--- src/rtl/fifo_reader_if.sv ---
// Read-port and stream bundle for fifo_reader.
// FIFO read side plus the valid/ready output stream.
interface fifo_reader_if #(
    parameter int WIDTH = 16
);
    logic             empty;
    logic             almostempty;
    logic             underflow;
    logic [WIDTH-1:0] data_out;
    logic             rd_en;
    logic [WIDTH-1:0] m_data;
    logic             m_valid;
    logic             m_ready;

    modport master (
        input  empty,
        input  almostempty,
        input  underflow,
        input  data_out,
        input  m_ready,
        output rd_en,
        output m_data,
        output m_valid
    );

    modport slave (
        output empty,
        output almostempty,
        output underflow,
        output data_out,
        output m_ready,
        input  rd_en,
        input  m_data,
        input  m_valid
    );
endinterface

--- src/rtl/fifo_reader.sv ---
// FIFO read-side consumer: credit-gated rd_en,
// 2-entry skid buffer, pop counter, sticky underflow.
module fifo_reader #(
    parameter int WIDTH = 16,
    parameter int CNT_W = 16
) (
    input  logic             clk,
    input  logic             rst_n,
    input  logic             en,
    fifo_reader_if.master    bus,
    output logic             busy,
    output logic [CNT_W-1:0] pop_count,
    output logic             uflow_err
);
    typedef enum logic [1:0] {
        IDLE,
        ACTIVE,
        FLUSH
    } state_t;

    state_t           state_q, state_d;
    logic [1:0]       occ_q, occ_d;
    logic             infl_q;
    logic [WIDTH-1:0] head_q, head_d;
    logic [WIDTH-1:0] tail_q, tail_d;
    logic [CNT_W-1:0] cnt_q, cnt_d;
    logic             err_q, err_d;

    logic       pop;
    logic       push;
    logic       rd;
    logic [2:0] credit;

    // Read strobe: issued only when a slot is guaranteed.
    always_comb begin
        pop    = (occ_q != 2'd0) && bus.m_ready;
        push   = infl_q && !bus.underflow;
        credit = 3'd2 - {1'b0, occ_q}
               - {2'b0, infl_q} + {2'b0, pop};
        rd     = (state_q == ACTIVE)
              && !bus.empty
              && (credit != 3'd0)
              && !(bus.almostempty && infl_q);
    end

    // Next state of FSM, skid buffer, counter and error.
    always_comb begin
        state_d = state_q;
        occ_d   = occ_q;
        head_d  = head_q;
        tail_d  = tail_q;
        cnt_d   = cnt_q;
        err_d   = err_q;

        unique case (state_q)
            IDLE:    if (en) state_d = ACTIVE;
            ACTIVE:  if (!en) state_d = FLUSH;
            FLUSH:   if (!infl_q && occ_q == 2'd0)
                         state_d = IDLE;
            default: state_d = IDLE;
        endcase

        if (infl_q && bus.underflow) err_d = 1'b1;
        if (push) cnt_d = cnt_q + 1'b1;

        unique case (1'b1)
            push && pop: begin
                if (occ_q == 2'd1) begin
                    head_d = bus.data_out;
                end else begin
                    head_d = tail_q;
                    tail_d = bus.data_out;
                end
            end
            push && !pop: begin
                if (occ_q == 2'd0) head_d = bus.data_out;
                else               tail_d = bus.data_out;
                occ_d = occ_q + 2'd1;
            end
            !push && pop: begin
                head_d = tail_q;
                occ_d  = occ_q - 2'd1;
            end
            default: ;
        endcase
    end

    // State registers; reset discards buffered and in-flight words.
    always_ff @(posedge clk) begin
        if (!rst_n) begin
            state_q <= IDLE;
            occ_q   <= 2'd0;
            infl_q  <= 1'b0;
            head_q  <= '0;
            tail_q  <= '0;
            cnt_q   <= '0;
            err_q   <= 1'b0;
        end else begin
            state_q <= state_d;
            occ_q   <= occ_d;
            infl_q  <= rd;
            head_q  <= head_d;
            tail_q  <= tail_d;
            cnt_q   <= cnt_d;
            err_q   <= err_d;
        end
    end

    assign bus.rd_en   = rd;
    assign bus.m_valid = (occ_q != 2'd0);
    assign bus.m_data  = head_q;
    assign busy        = (state_q != IDLE);
    assign pop_count   = cnt_q;
    assign uflow_err   = err_q;
endmodule

--- src/flat_wrapper.sv ---
// flat-port wrapper written by rule: the top's interface ports become plain ports
module fifo_reader_flat 
#(
    parameter int WIDTH = 16,
    parameter int CNT_W = 16
)
  (clk, rst_n, en, busy, pop_count, uflow_err, bus_empty, bus_almostempty, bus_underflow, bus_data_out, bus_m_ready, bus_rd_en, bus_m_data, bus_m_valid);
  fifo_reader_if #(.WIDTH(WIDTH)) bus_i ();
  input  logic clk;
  input  logic rst_n;
  input  logic en;
  output logic busy;
  output logic [CNT_W-1:0] pop_count;
  output logic uflow_err;
  input wire logic [$bits(bus_i.empty)-1:0] bus_empty;
  input wire logic [$bits(bus_i.almostempty)-1:0] bus_almostempty;
  input wire logic [$bits(bus_i.underflow)-1:0] bus_underflow;
  input wire logic [$bits(bus_i.data_out)-1:0] bus_data_out;
  input wire logic [$bits(bus_i.m_ready)-1:0] bus_m_ready;
  output wire logic [$bits(bus_i.rd_en)-1:0] bus_rd_en;
  output wire logic [$bits(bus_i.m_data)-1:0] bus_m_data;
  output wire logic [$bits(bus_i.m_valid)-1:0] bus_m_valid;
  assign bus_i.empty = bus_empty;
  assign bus_i.almostempty = bus_almostempty;
  assign bus_i.underflow = bus_underflow;
  assign bus_i.data_out = bus_data_out;
  assign bus_i.m_ready = bus_m_ready;
  assign bus_rd_en = bus_i.rd_en;
  assign bus_m_data = bus_i.m_data;
  assign bus_m_valid = bus_i.m_valid;
  fifo_reader #(.WIDTH(WIDTH), .CNT_W(CNT_W)) u_core (.clk(clk), .rst_n(rst_n), .en(en), .bus(bus_i), .busy(busy), .pop_count(pop_count), .uflow_err(uflow_err));
endmodule
--- config.mk ---
export PLATFORM = sky130hd
export DESIGN_NAME = fifo_reader_flat
export DESIGN_NICKNAME = d
export VERILOG_FILES = /design/src/rtl/fifo_reader_if.sv /design/src/rtl/fifo_reader.sv /design/src/flat_wrapper.sv
export SDC_FILE = /design/constraint.sdc
export NUM_CORES = 1
export LEC_CHECK = 0
export CAP_MARGIN = 40
export CORE_MARGIN = 5
export CORE_UTILIZATION = 30
export CTS_CLUSTER_SIZE = 25
export DETAILED_ROUTE_END_ITERATION = 12
export SYNTH_ARGS = -nofsm -noshare
export SYNTH_HDL_FRONTEND = slang
export SYNTH_SLANG_ARGS = --single-unit
export TNS_END_PERCENT = 1
--- constraint.sdc ---
create_clock -name clk -period 5.9 [get_ports clk]
set_clock_uncertainty 0.15 [all_clocks]
set_input_delay 1.18 -clock clk [delete_from_list [all_inputs] [get_ports clk]]
set_output_delay 1.18 -clock clk [all_outputs]
set_load 0.02 [all_outputs]
==> flow_summary_export.csv, run 1 <==
group,metric,value,unit
die,num_rows,33,
detailed_routing,routed_wl,5900,microns
layout,synthToLayoutAreaGrowth,30.5,%
layout,diodes,0,
synth,async_reset_ff_share,0,%
synth,synth_edf_count,0,
synth,yosysWarnings,0,
synth,synthesis.area,0.00249,sq mm
job,max_cap_violations,0,
setup_path,cp-start-kind,"input pin",
timing,period_share,87.1,%
synth,syn_inst,271,
die,die-height,101,microns
timing,relSlewSlack,46.4,%
setup_path,critical_path_class,"input pin to primary output",
setup_path,cp_top_family,"buffers and inverters",
timing,hold_viol_final,0,
clock_tree,postCtsSetupBuffers,0,
die,initial_core_util,30.6,%
clock_tree,htree_levels,2,
grt,antenna_found_initial,0,
die,dieWidth,101,microns
detailed_routing,num_vias,2080,
timing,period_needed,5.14,ns
power,power_density,220,mW/mm^2
synth,ys_seq_area_share,43.4,%
clock_tree,clk_latency,0.30,ns
clock_tree,ctsResizeCount,0,
timing,drv_slew,0,
clock_tree,cts_buffers,5,
layout,mostFrequentLayoutCell,"clkdlybuf4s50_1",
layout,fin_nets,354,
run_status,status,"completed",
grt,grt_pass1_vias,2035,
setup_path,critical_path_buf_inv_count,3,
synth,ys.flop_type,"dfxtp_1",
setup_path,cpPeakStageDelay,0.64,ns
timing,tightest_slew,0.804,ns
setup_path,arrival,3.81,ns
placement,gp_congestion,0.728,
clock_tree,root_buffer,"clkbuf_8",
setup_path,crit_top_cell,"clkdlybuf4s50_1",
setup_path,endpoint_kind,"primary output",
detailed_routing,vias_per_cell,4.85,
detailed_routing,drt_iter0_markers,58,
setup_path,reg2reg_depth,9,
clock_tree,postCtsHoldBufs,0,
layout,layout-drive-gt1-share,5.25,%
power,vdd_drop_max,104,uV
timing,max_clock_freq,0.195,GHz
grt,grt-ovfl-total,0,
timing,setup-violations-final,0,
timing,grt_setup_unrepaired,"false",
synth,syn-num-nets,302,
synth,syn_area_per_cell,9.19,sq um
timing,holdWs,0.292,ns
setup_path,r2r_slack,2.91,ns
power,p_leak,0.00112,uW
worst_hold_path,hold_path_class,"register to register",
worst_hold_path,hold_depth,1,
grt,grt_pass1_wl,10200,microns
grt,grtUsageTotal,12.1,%
clock_tree,cts_tree,"done",
die,coreArea,0.00813,sq mm
synth,synth.distinct_cells,47,
synth,synth_top_area_cell,"dfxtp_1",
die,die_area,0.0102,sq mm
layout,layout_common_cells,"clkdlybuf4s50_1, dfxtp_1, nand2_1",
clock_tree,cts.path.max_buffers,2,
synth,ys_ff_latch,54,
detailed_routing,avgRoutedWirePerCell,13.8,microns
detailed_routing,drtPass1Iterations,4,
clock_tree,cts_sinks,54,
placement,io_buffers,58,
synth,synth_top_area_share,43.4,%
detailed_routing,drc_errors,0,
detailed_routing,ant_nets,0,
grt,grt_max_degree,59,
setup_path,path_cells,"clkdlybuf4s50_1, nor2b_1, inv_1, fa_1, ha_1, a311o_1, a21oi_1, clkdlybuf4s50_1",
setup_path,timing.rr.start,"u_core.occ_q[0]",
setup_path,r2r-end,"u_core.bus.m_data[4]",
setup_path,critPathRequiredTime,4.57,ns
setup_path,slowest_stage,"clkdlybuf4s50_1",
timing,tns,0,ns
worst_hold_path,worst_hold_path.endpoint,"u_core.state_q[0]",
worst_hold_path,hp-start,"u_core.state_q[1]",
die,ioPinCount,59,
clock_tree,path_clk_slew,0.09,ns
setup_path,cp_max_fo,5,
placement,hpwlAfterDp,4050,microns
synth,ys_top_cells_by_area,"dfxtp_1, nand2_1, a221oi_1, a21boi_0, nor3b_1",
[layer usage]
layer | vias to the layer above | GRT usage, % | part of all wire, %
li1 | 1048 | - | -
met1 | 989 | 16.3 | 48
met2 | 37 | 19.2 | 46
met3 | 6 | 3.11 | 4.3
met4 | 0 | 3.78 | 1.3
met5 | - | 0 | 0
[power breakdown]
group | total [uW] | switching (uW) | leakage, uW | internal, uW
sequential | 381 | 6.26 | 0.000436 | 375
clock | 230 | 122 | 0.0000544 | 108
combinational | 105 | 54.0 | 0.000631 | 51.2
total | 716 | 182 | 0.00112 | 534
[cells in the mapped netlist (2+ instances only)]
cell and number:
nor2_1 16, o31ai_1 2, nor3b_1 15, inv_1 7, nand2b_1 6, nor4_1 2
a21boi_0 16, buf_2 5, nand3_1 4, ha_1 7, dfxtp_1 54, mux2i_1 4
nand2_1 46, and2_1 14, xnor2_1 10, clkbuf_1 8, a21oi_1 3, nand4_1 2
a221oi_1 16, nor2b_1 2, o21ai_0 3, a21boi_1 4
[worst max path at each step]
stage / startpoint / end / slack (ns) / cells past startpoint
finish: bus_m_ready / bus_rd_en / 0.76 / 8
global route: bus_m_ready / bus_rd_en / 0.59 / 8
CTS: bus_m_ready / bus_rd_en / 0.72 / 8
detailed placement: bus_m_ready / bus_rd_en / 0.72 / 8
global placement: bus_m_ready / bus_rd_en / 0.76 / 8
floorplan: bus_m_ready / bus_rd_en / 1.74 / 6
[layout make-up]
type | instances | area, sq um
fillers | 813 | 4890
multi-input cells | 194 | 1300
flip-flops and latches | 54 | 1080
repair buffers | 60 | 596
well taps | 105 | 131
clock buffers | 7 | 96.3
inverters | 8 | 35.0
clock inverters | 1 | 8.76
[sequential cells by signal, summed over array words and instances, names as in the netlist]
register           cells
u_core.uflow_err       1
u_core.bus.m_data     16
u_core.pop_count      16
u_core.tail_q         16
u_core.infl_q          1
u_core.occ_q           2
u_core.state_q         2
[worst reg2reg max path, cell delays in order (launching register included)]
cell and delay [ns]:
dfxtp_1 0.43, inv_1 0.07, ha_1 0.30, nor2b_1 0.34, inv_1 0.14, ha_1 0.46, mux2i_1 0.44, buf_4 0.28
a221oi_1 0.10, nor3b_1 0.23
[metrics by stage]
stage	area (sq um)	total power [uW]	std cells	util [%]	worst slack, ns
floorplan	2490	449	271	-	1.74
global placement	3140	496	421	38.6	0.764
detailed placement	3140	496	421	38.6	0.719
CTS	3250	728	429	39.9	0.718
global route	3250	754	429	39.9	0.587
finish	3250	716	429	39.9	0.759
[kinds of logic (layout without fill, tap and decap cells)]
family / Yosys count / count (layout) / share of synthesized area [%]
buf+inv: 23 / 76 / 4.37
flops: 54 / 54 / 43.4
mux: 5 / 5 / 2.06
fa+ha+maj: 8 / 8 / 4.32
simple gates: 117 / 117 / 24.7
compound gates: 53 / 53 / 17.2
xor+xnor: 11 / 11 / 3.87
No activity file was read; power rests on OpenSTA's default activity.
==> run 2, diff against run 1 <==
--- a/config.mk
+++ b/config.mk
@@ -10,6 +10,7 @@
 export CORE_UTILIZATION = 30
 export CTS_CLUSTER_SIZE = 25
 export DETAILED_ROUTE_END_ITERATION = 12
+export SETUP_SLACK_MARGIN = 0.05
 export SYNTH_ARGS = -nofsm -noshare
 export SYNTH_HDL_FRONTEND = slang
 export SYNTH_SLANG_ARGS = --single-unit
==> constraint.sdc (replaced) <==
create_clock -name clk -period 4.9 [get_ports clk]
set_clock_uncertainty 0.15 [all_clocks]
set_input_delay 0.98 -clock clk [delete_from_list [all_inputs] [get_ports clk]]
set_output_delay 0.98 -clock clk [all_outputs]
set_load 0.02 [all_outputs]
==> run 2 against run 1 <==
Effect of this change:
- final cell count rose by 0.23%
- combinational power increased by 24%
- global-route usage is 0.38 points lower
- routed wire length increased by 0.12%
- total power up 18%
- critical endpoint unchanged
==> flow_summary_export.csv, run 2 (same netlist as run 1, synthesis figures left out) <==
group,metric,value,unit
power,combPwrFrac,15.3,%
layout,regArea,0.00108,sq mm
grt,grt_pass1_vias,1987,
clock_tree,htree_levels,2,
timing,holdWs,0.294,ns
layout,final_cell_area,0.00327,sq mm
setup_path,cp_max_fo,5,
power,p_switching,219,uW
setup_path,endpoint_kind,"primary output",
grt,grt_pass1_wl,9780,microns
die,coreArea,0.00813,sq mm
placement,io_buffers,58,
detailed_routing,vias_per_cell,4.77,
setup_path,cp_top_family,"buffers and inverters",
detailed_routing,drtPass1Iterations,4,
timing,drv_slew,0,
placement,post-place-ws,0.110,ns
clock_tree,cts.path.max_buffers,2,
layout,mostFrequentLayoutCell,"clkdlybuf4s50_1",
setup_path,slowest_stage,"clkdlybuf4s50_1",
power,p_leak,0.00113,uW
layout,multi_input_area,0.00130,sq mm
timing,setup-violations-final,0,
layout,fin_nets,355,
power,sw_frac_of_total,25.8,%
setup_path,r2r_slack,1.94,ns
grt,grt-ovfl-total,0,
timing,setup_slack,0.242,ns
timing,relSlewSlack,44.7,%
grt,grt_max_degree,29,
clock_tree,path_clk_slew,0.09,ns
power,power_density,260,mW/mm^2
power,intPower,629,uW
setup_path,path_cells,"clkdlybuf4s50_1, nor2b_2, inv_1, fa_1, ha_1, a311o_1, a21oi_1, clkdlybuf4s50_1",
timing,tns,0,ns
run_status,status,"completed",
layout,layout-drive-gt1-share,5.85,%
clock_tree,cts_buffers,5,
die,initial_core_util,30.6,%
layout,layout_common_cells,"clkdlybuf4s50_1, dfxtp_1, nand2_1",
placement,gp_congestion,0.706,
die,die_area,0.0102,sq mm
power,vdd_drop_max,109,uV
grt,antenna_found_initial,0,
timing,period_share,95.1,%
die,dieWidth,101,microns
worst_hold_path,hold_path_class,"register to register",
die,num_rows,33,
timing,period_needed,4.66,ns
timing,max_clock_freq,0.215,GHz
setup_path,critPathRequiredTime,3.77,ns
setup_path,cpPeakStageDelay,0.64,ns
layout,synthToLayoutAreaGrowth,31.3,%
detailed_routing,drt_iter0_markers,58,
detailed_routing,ant_nets,0,
die,ioPinCount,59,
clock_tree,cts_sinks,54,
clock_tree,clk_latency,0.30,ns
grt,grtUsageTotal,11.8,%
power,seq_power_share,54.1,%
setup_path,critical_path_buf_inv_count,3,
clock_tree,cts_tree,"done",
layout,diodes,0,
setup_path,arrival,3.53,ns
job,max_cap_violations,0,
setup_path,crit_top_cell,"clkdlybuf4s50_1",
power,clkPwrFrac,30.6,%
clock_tree,postCtsHoldBufs,0,
setup_path,critical_path_class,"input pin to primary output",
power,power,849,uW
detailed_routing,avgRoutedWirePerCell,13.7,microns
placement,hpwlAfterDp,4150,microns
setup_path,cp-start-kind,"input pin",
timing,hold_viol_final,0,
timing,tightest_slew,0.830,ns
placement,dpl_cell_area,0.00317,sq mm
clock_tree,root_buffer,"clkbuf_8",
timing,grt_setup_unrepaired,"false",
layout,fillCellCount,816,
detailed_routing,num_vias,2049,
detailed_routing,drc_errors,0,
die,die-height,101,microns
detailed_routing,routed_wl,5910,microns
==> run 2: changes by cell type in the layout (fill, tap and decap cells not counted), sizes merged <==
| cell | previous run | this run |
|---|---|---|
| buf | 2 | 3 |
| clkinvlp | 0 | 1 |
| clkbuf | 7 | 6 |
==> run 2: routing by layer <==
layer	vias up	wire [microns]	share of wire [%]	GRT usage [%]
met5	-	0	0	0
met4	0	76	1.3	3.37
met3	6	193	3.3	2.70
met2	31	2680	45	18.8
met1	959	2960	50	15.9
li1	1053	-	-	-
==> run 2: path summary, 6_finish.rpt <==
path                                   startpoint                    end  depth (start not counted)
worst min register to register  u_core.state_q[1]      u_core.state_q[0]                          1
worst min-delay path            u_core.state_q[1]      u_core.state_q[0]                          1
worst max register to register    u_core.occ_q[0]  u_core.bus.m_data[14]                          9
worst max-delay path                  bus_m_ready              bus_rd_en                          8
==> run 2: stage by stage <==
stage,util (%),cells
final,40.2,430
after global routing,40.2,430
after CTS,40.1,430
after detailed placement,39.0,422
after global placement,38.6,421
after floorplan,-,271
==> run 2: power by group through the flow <==
stage / combinational, uW / clock [uW] / sequential, uW
finish: 130 / 260 / 459
global route: 142 / 286 / 461
CTS: 131 / 272 / 459
detailed placement: 131 / 0 / 469
global placement: 128 / 0 / 469
floorplan: 60.4 / 0 / 480
==> run 2: cell type report <==
cell class / instances / share of cell area [%]
flip-flops and latches: 54 / 33.1
clock buffers: 6 / 2.53
multi-input cells: 194 / 39.9
inverters: 8 / 1.07
well taps: 105 / 4.02
clock inverters: 2 / 0.383
repair buffers: 61 / 19.1
==> run 2: timing repair <==
item	4_1_cts	5_1_grt
gates resized for setup	0	1
setup endpoints to repair	0	1
setup buffers	0	0
==> variant 1 (config.mk and constraints of run 2) <==
`WIDTH` is set to 16 in 3 places; all go to 32.
--- a/src/rtl/fifo_reader_if.sv
+++ b/src/rtl/fifo_reader_if.sv
@@ -2,5 +2,5 @@
 // FIFO read side plus the valid/ready output stream.
 interface fifo_reader_if #(
-    parameter int WIDTH = 16
+    parameter int WIDTH = 32
 );
     logic             empty;
--- a/src/rtl/fifo_reader.sv
+++ b/src/rtl/fifo_reader.sv
@@ -2,5 +2,5 @@
 // 2-entry skid buffer, pop counter, sticky underflow.
 module fifo_reader #(
-    parameter int WIDTH = 16,
+    parameter int WIDTH = 32,
     parameter int CNT_W = 16
 ) (
--- a/src/flat_wrapper.sv
+++ b/src/flat_wrapper.sv
@@ -2,5 +2,5 @@
 module fifo_reader_flat 
 #(
-    parameter int WIDTH = 16,
+    parameter int WIDTH = 32,
     parameter int CNT_W = 16
 )
Interface: changed (resized bus_data_out and bus_m_data); port bits go from 59 to 91. No check against the original RTL was run, so the function may have changed too.
==> variant 1 against run 2 <==
  * Sequential cell count up 32
  * Critical path depth is 1 higher
  * Highest routed layer unchanged
  * Maximum frequency is 1.0% higher
  * Synthesized cell count grew 79%
  * Final area grew 74%
  * Area after synthesis up 76%
  * Combinational power grew 59%
  * Clock power increased to 2.9 times the old value
  * Setup slack improved by 0.048 ns
  * Critical path type unchanged
  * Sequential power is 57% higher
  * Wire length is 86% higher
  * Total power up 97%
  * Critical endpoint unchanged
  * Via count up 82%
  * Largest cell class unchanged
==> variant 1: results (changes against run 2) <==
stage,metric,value,unit,change
detailed_routing,num_vias,3723,,+82%
min_path,hold_path_class,register to register,,
clocking,post_cts_buffers,0,,unchanged
grt,grt_pass1_vias,3624,,+82%
clocking,cts_resized,0,,unchanged
worst_setup_path,slowest_delay,0.63,ns,
grt,grt_max_degree,92,,+220%
synth,synth_fp_nets,533,,+76%
clocking,cts.path.max_buffers,2,,unchanged
synth,async_flop_share,0,%,unchanged
worst_setup_path,reg2reg_depth,9,,unchanged
detailed_routing,routedWlPerCell,14.8,um,+7.6%
clocking,cts-root-buf,clkbuf_16,,
worst_setup_path,path_max_fanout,5,,unchanged
clocking,cts_htree_levels,3,,+1
synth,yosysUniqueCellTypes,43,,-8.5%
finish,drive_above_1_share,12.8,%,+7.0 points
finish,nNetsFinal,604,,+70%
synth,synth_common_cells,"nand2_1 (122), dfxtp_1 (86), a221oi_1 (32), a21boi_2 (30), mux2i_1 (27)",,
worst_setup_path,cp_top_family,buffers and inverters,,
placed_design,gp_congestion,0.705,,about the same
placed_design,port_buffers,90,,+55%
worst_setup_path,slowest_stage,clkdlybuf4s50_1,,
status,status,"complete, no violations",,
synth,postSynth.topFlopCell,dfxtp_1,,
grt,track_usage,12.9,%,+1.1 points
placed_design,hpwl,7190,um,+73%
worst_setup_path,cp.arrival,3.48,ns,-0.05 ns
synth,ys_seq_area_share,39.2,%,-4.2 points
power,power_leakage,0.00191,uW,+69%
min_path,whs_path_depth,2,,+1
detailed_routing,first_pass_iters,5,,+1
sta,max_slew.worst_pin.slew,0.876,ns,+0.0464 ns
grt,antenna_found_initial,0,,unchanged
finish,nFillCells,1429,,+75%
detailed_routing,drt_iter0_markers,215,,+270%
clocking,numCtsBuffers,9,,+4
synth,yosysWarningCount,0,,unchanged
synth,synth.area.top_cells,"dfxtp_1 (39%), nand2_1 (10%), a21boi_2 (7.7%)",,
finish,n_antenna_cell,0,,unchanged
grt,grt_pass1_wl,17500,um,+79%
clocking,clkSlewWorstSetupHoldPaths,0.06,ns,-0.03 ns
power,vdd_drop_max,0.138,mV,+27%
clocking,clkLatencyLatePin,0.34,ns,+0.04 ns
[variant 1: area by class of cell]
| cell class | instances | share of cell area, % |
|---|---|---|
| flip-flops and latches | 86 | 30.3 |
| clock buffers | 11 | 4.45 |
| multi-input cells | 356 | 42.7 |
| repair buffers | 96 | 16.7 |
| inverters | 8 | 0.572 |
| well taps | 184 | 4.05 |
| clock inverters | 4 | 1.23 |
[variant 1: metal layers]
| layer | routed length [um] | vias up | track usage [%] |
|---|---|---|---|
| li1 | - | 1843 | - |
| met1 | 4840 | 1781 | 15.6 |
| met2 | 5410 | 84 | 21.6 |
| met3 | 572 | 15 | 3.37 |
| met4 | 198 | 0 | 5.75 |
| met5 | 0 | - | 0 |
[variant 1: worst paths after layout]
path / from / endpoint / slack, ns
setup / recovery: bus_m_ready / bus_rd_en / 0.29
hold / removal: u_core.bus.m_data[28] / u_core.bus.m_data[28] / 0.30
setup reg to reg: u_core.occ_q[0] / u_core.bus.m_data[9] / 1.99
hold reg to reg: u_core.bus.m_data[28] / u_core.bus.m_data[28] / 0.30
[variant 1: power by group]
group          internal (uW)  leakage (uW)  switching, uW  total (uW)
logic                   98.6       0.00105            108         207
registers                712      0.000694           8.86         721
clock network            470      0.000161            271         741
total                   1280       0.00191            388        1670
[variant 1: cells by family after synthesis]
group | Yosys count | share of synthesized area [%]
compound gates | 120 | 22.9
xor+xnor | 11 | 2.19
fa+ha+maj | 8 | 2.45
buf+inv | 44 | 5.76
flops | 86 | 39.2
mux | 29 | 6.72
simple gates | 188 | 20.7
[variant 1: per-stage QoR]
stage          util (%)  setup slack [ns]  instance area, um^2  cells
4_1_cts            39.4             0.260                 5690    745
3_5_place_dp       37.2             0.264                 5360    730
2_1_floorplan         -              1.36                 4390    486
6_report           39.4             0.290                 5690    745
3_3_place_gp       37.1             0.376                 5350    729
5_1_grt            39.4             0.179                 5690    745
[variant 1: worst reg2reg max path, cell delays in order, from the launching register on]
cell and delay (ns):
dfxtp_1 0.42, inv_1 0.07, ha_1 0.33, nor2b_2 0.33, ha_1 0.21, buf_4 0.31, inv_1 0.09, mux2i_2 0.53
a221oi_1 0.20, nor3b_2 0.19
==> variant 2 (config.mk and constraints of run 2) <==
Made on the original files. The 3 states of `state_t` get a one-hot encoding in 3 bits.
--- a/src/rtl/fifo_reader.sv
+++ b/src/rtl/fifo_reader.sv
@@ -13,8 +13,8 @@
     output logic             uflow_err
 );
-    typedef enum logic [1:0] {
-        IDLE,
-        ACTIVE,
-        FLUSH
+    typedef enum logic [2:0] {
+        IDLE   = 3'b001,
+        ACTIVE = 3'b010,
+        FLUSH  = 3'b100
     } state_t;
 
Check against the original RTL: no difference found for any inputs over 10 cycles, from zero or initial values and one cycle with rst_n low; not proved beyond that.
==> variant 2 against run 2 <==
  * Worst hold slack better by 0.017 ns
  * Setup slack better by 0.16 ns
  * Maximum frequency up 3.6%
  * Area after synthesis down 4.5%
  * Non-clock buffer count up 1
  * Via count up 4.2%
  * Wire length down 1.9%
  * Final area down 2.5%
  * Sequential cell count up 1
  * Global-route usage up 0.58 points
  * Register-to-register slack worse by 0.28 ns
Power is not compared: it rests on default switching activity, and its combinational part moved more than twofold at a synthesized area within 25%.
==> variant 2: results (changes against run 2) <==
stage,metric,value,unit,change
clocking,numCtsBuffers,5,,unchanged
placed_design,port_buffers,58,,unchanged
synth,synth_fp_nets,306,,+1.3%
worst_setup_path,r2r_slack,1.66,ns,-0.28 ns
detailed_routing,routed_via_density,4.91,,+3.0%
placed_design,place_ws,0.381,ns,+0.271 ns
grt,track_usage,12.4,%,+0.58 points
detailed_routing,routedWlPerCell,13.3,um,-3.1%
finish,n_antenna_cell,0,,unchanged
finish,drive_above_1_share,4.80,%,-1.0 points
worst_setup_path,cp.arrival,3.37,ns,-0.16 ns
synth,synth-edff-count,0,,unchanged
detailed_routing,drt_iter0_markers,97,,+67%
power,vdd_drop_max,0.122,mV,
clocking,post_cts_buffers,0,,unchanged
synth,ys_seq_area_share,46.3,%,+2.9 points
finish,nFillCells,781,,-4.3%
grt,grt_pass1_wl,10000,um,+2.4%
detailed_routing,first_pass_iters,4,,unchanged
clocking,clkLatencyLatePin,0.32,ns,+0.02 ns
clocking,clkSlewWorstSetupHoldPaths,0.09,ns,about the same
flow_run,maxCapViolations,0,,unchanged
sta,post-route-min-period,4.50,ns,-0.160 ns
synth,async_flop_share,0,%,unchanged
status,status,"complete, no violations",,
clocking,cts_htree_levels,2,,unchanged
grt,grt_max_degree,21,,-28%
power,p_sw_share,30.1,%,
synth,yosysUniqueCellTypes,40,,-15%
clocking,cts.path.max_buffers,2,,unchanged
grt,antenna_found_initial,0,,unchanged
sta,max_slew_margin,44.4,%,-0.26 points
clocking,cts-root-buf,clkbuf_8,,
min_path,hold_path_class,register to register,,
synth,synth_common_cells,"dfxtp_1 (55), nand2_1 (44), nor2_1 (29), a21oi_1 (24), nor3_1 (18)",,
placed_design,hpwl,4170,um,+0.68%
worst_setup_path,path_max_fanout,5,,unchanged
sta,setup_tns,0,ns,unchanged
grt,gr-total-overflow,0,,unchanged
synth,yosysWarningCount,0,,unchanged
synth,synth.area.top_cells,"dfxtp_1 (46%), nand2_1 (6.9%), a221oi_1 (5.9%)",,
finish,nNetsFinal,363,,+2.3%
power,power_leakage,0.00110,uW,
grt,grt_pass1_vias,2051,,+3.2%
clocking,cts_resized,0,,unchanged
placed_design,gp_congestion,0.741,,+5.0%
## variant 2: cell count changes after synthesis, moves of 3 or more
| cell | change |
|---|---|
| nor3b_1 | -14 |
| or3_1 | +3 |
| a21boi_1 | -4 |
| a21oi_1 | +21 |
| and2_1 | -13 |
| nor2_1 | +13 |
| nor3_1 | +17 |
| a21boi_0 | -16 |
## variant 2: per-stage QoR
stage	cell area [um^2]	power (uW)	std cells	hold slack [ns]	utilization, %
2_1_floorplan	2380	658	275	0.286	-
3_3_place_gp	3060	766	426	0.291	39.6
3_5_place_dp	3070	770	427	0.296	39.8
4_1_cts	3190	1080	435	0.313	41.3
5_1_grt	3190	1130	435	0.324	41.3
6_report	3190	1070	435	0.311	41.3
## variant 2: path summary, 6_finish.rpt
path | to | from | cells past startpoint
worst max-delay path | bus_rd_en | bus_m_ready | 8
worst max register to register | u_core.bus.m_data[11] | u_core.occ_q[0] | 9
worst min-delay path | u_core.tail_q[4] | u_core.tail_q[4] | 2
worst min register to register | u_core.tail_q[4] | u_core.tail_q[4] | 2
## variant 2: power by group through the flow
stage	combinational [uW]	clock (uW)	sequential, uW
2_1_floorplan	130	0	528
3_3_place_gp	264	0	502
3_5_place_dp	267	0	502
4_1_cts	269	322	492
5_1_grt	293	337	496
6_report	264	311	491
## variant 2: cell type report
cell class              instances  area share (%)
multi-input cells             198            37.3
flip-flops and latches         55            34.5
repair buffers                 62            19.4
well taps                     102            4.00
clock buffers                   5            2.16
clock inverters                 3            1.45
inverters                      10            1.18
## variant 2: kinds of logic (layout without fill, tap and decap cells)
family                   count (synthesis)  after routing  share of synthesized area [%]
adder cells (fa/ha/maj)                  8              8                           4.53
XOR/XNOR                                13             13                           4.79
AO/OA/AOI/OAI                           53             53                           15.1
buffers and inverters                   22             80                           3.68
multiplexers                             5              5                           2.16
AND/OR/NAND/NOR                        119            119                           23.5
flip-flops                              55             55                           46.3
## variant 2: layer usage
metal / share of wire, % / up-vias / global-route usage [%]
met3: 7.2 / 6 / 3.61
li1: - / 1082 / -
met1: 46 / 984 / 16.1
met5: 0 / - / 0
met2: 46 / 63 / 20.0
met4: 0.98 / 0 / 3.15
## variant 2: critical path, cell delays in order
cell and delay (ns):
clkdlybuf4s50_1 0.44, nor2b_1 0.33, inv_1 0.14, fa_1 0.38, ha_1 0.28, nand2_1 0.06, o21a_1 0.14, clkdlybuf4s50_1 0.61
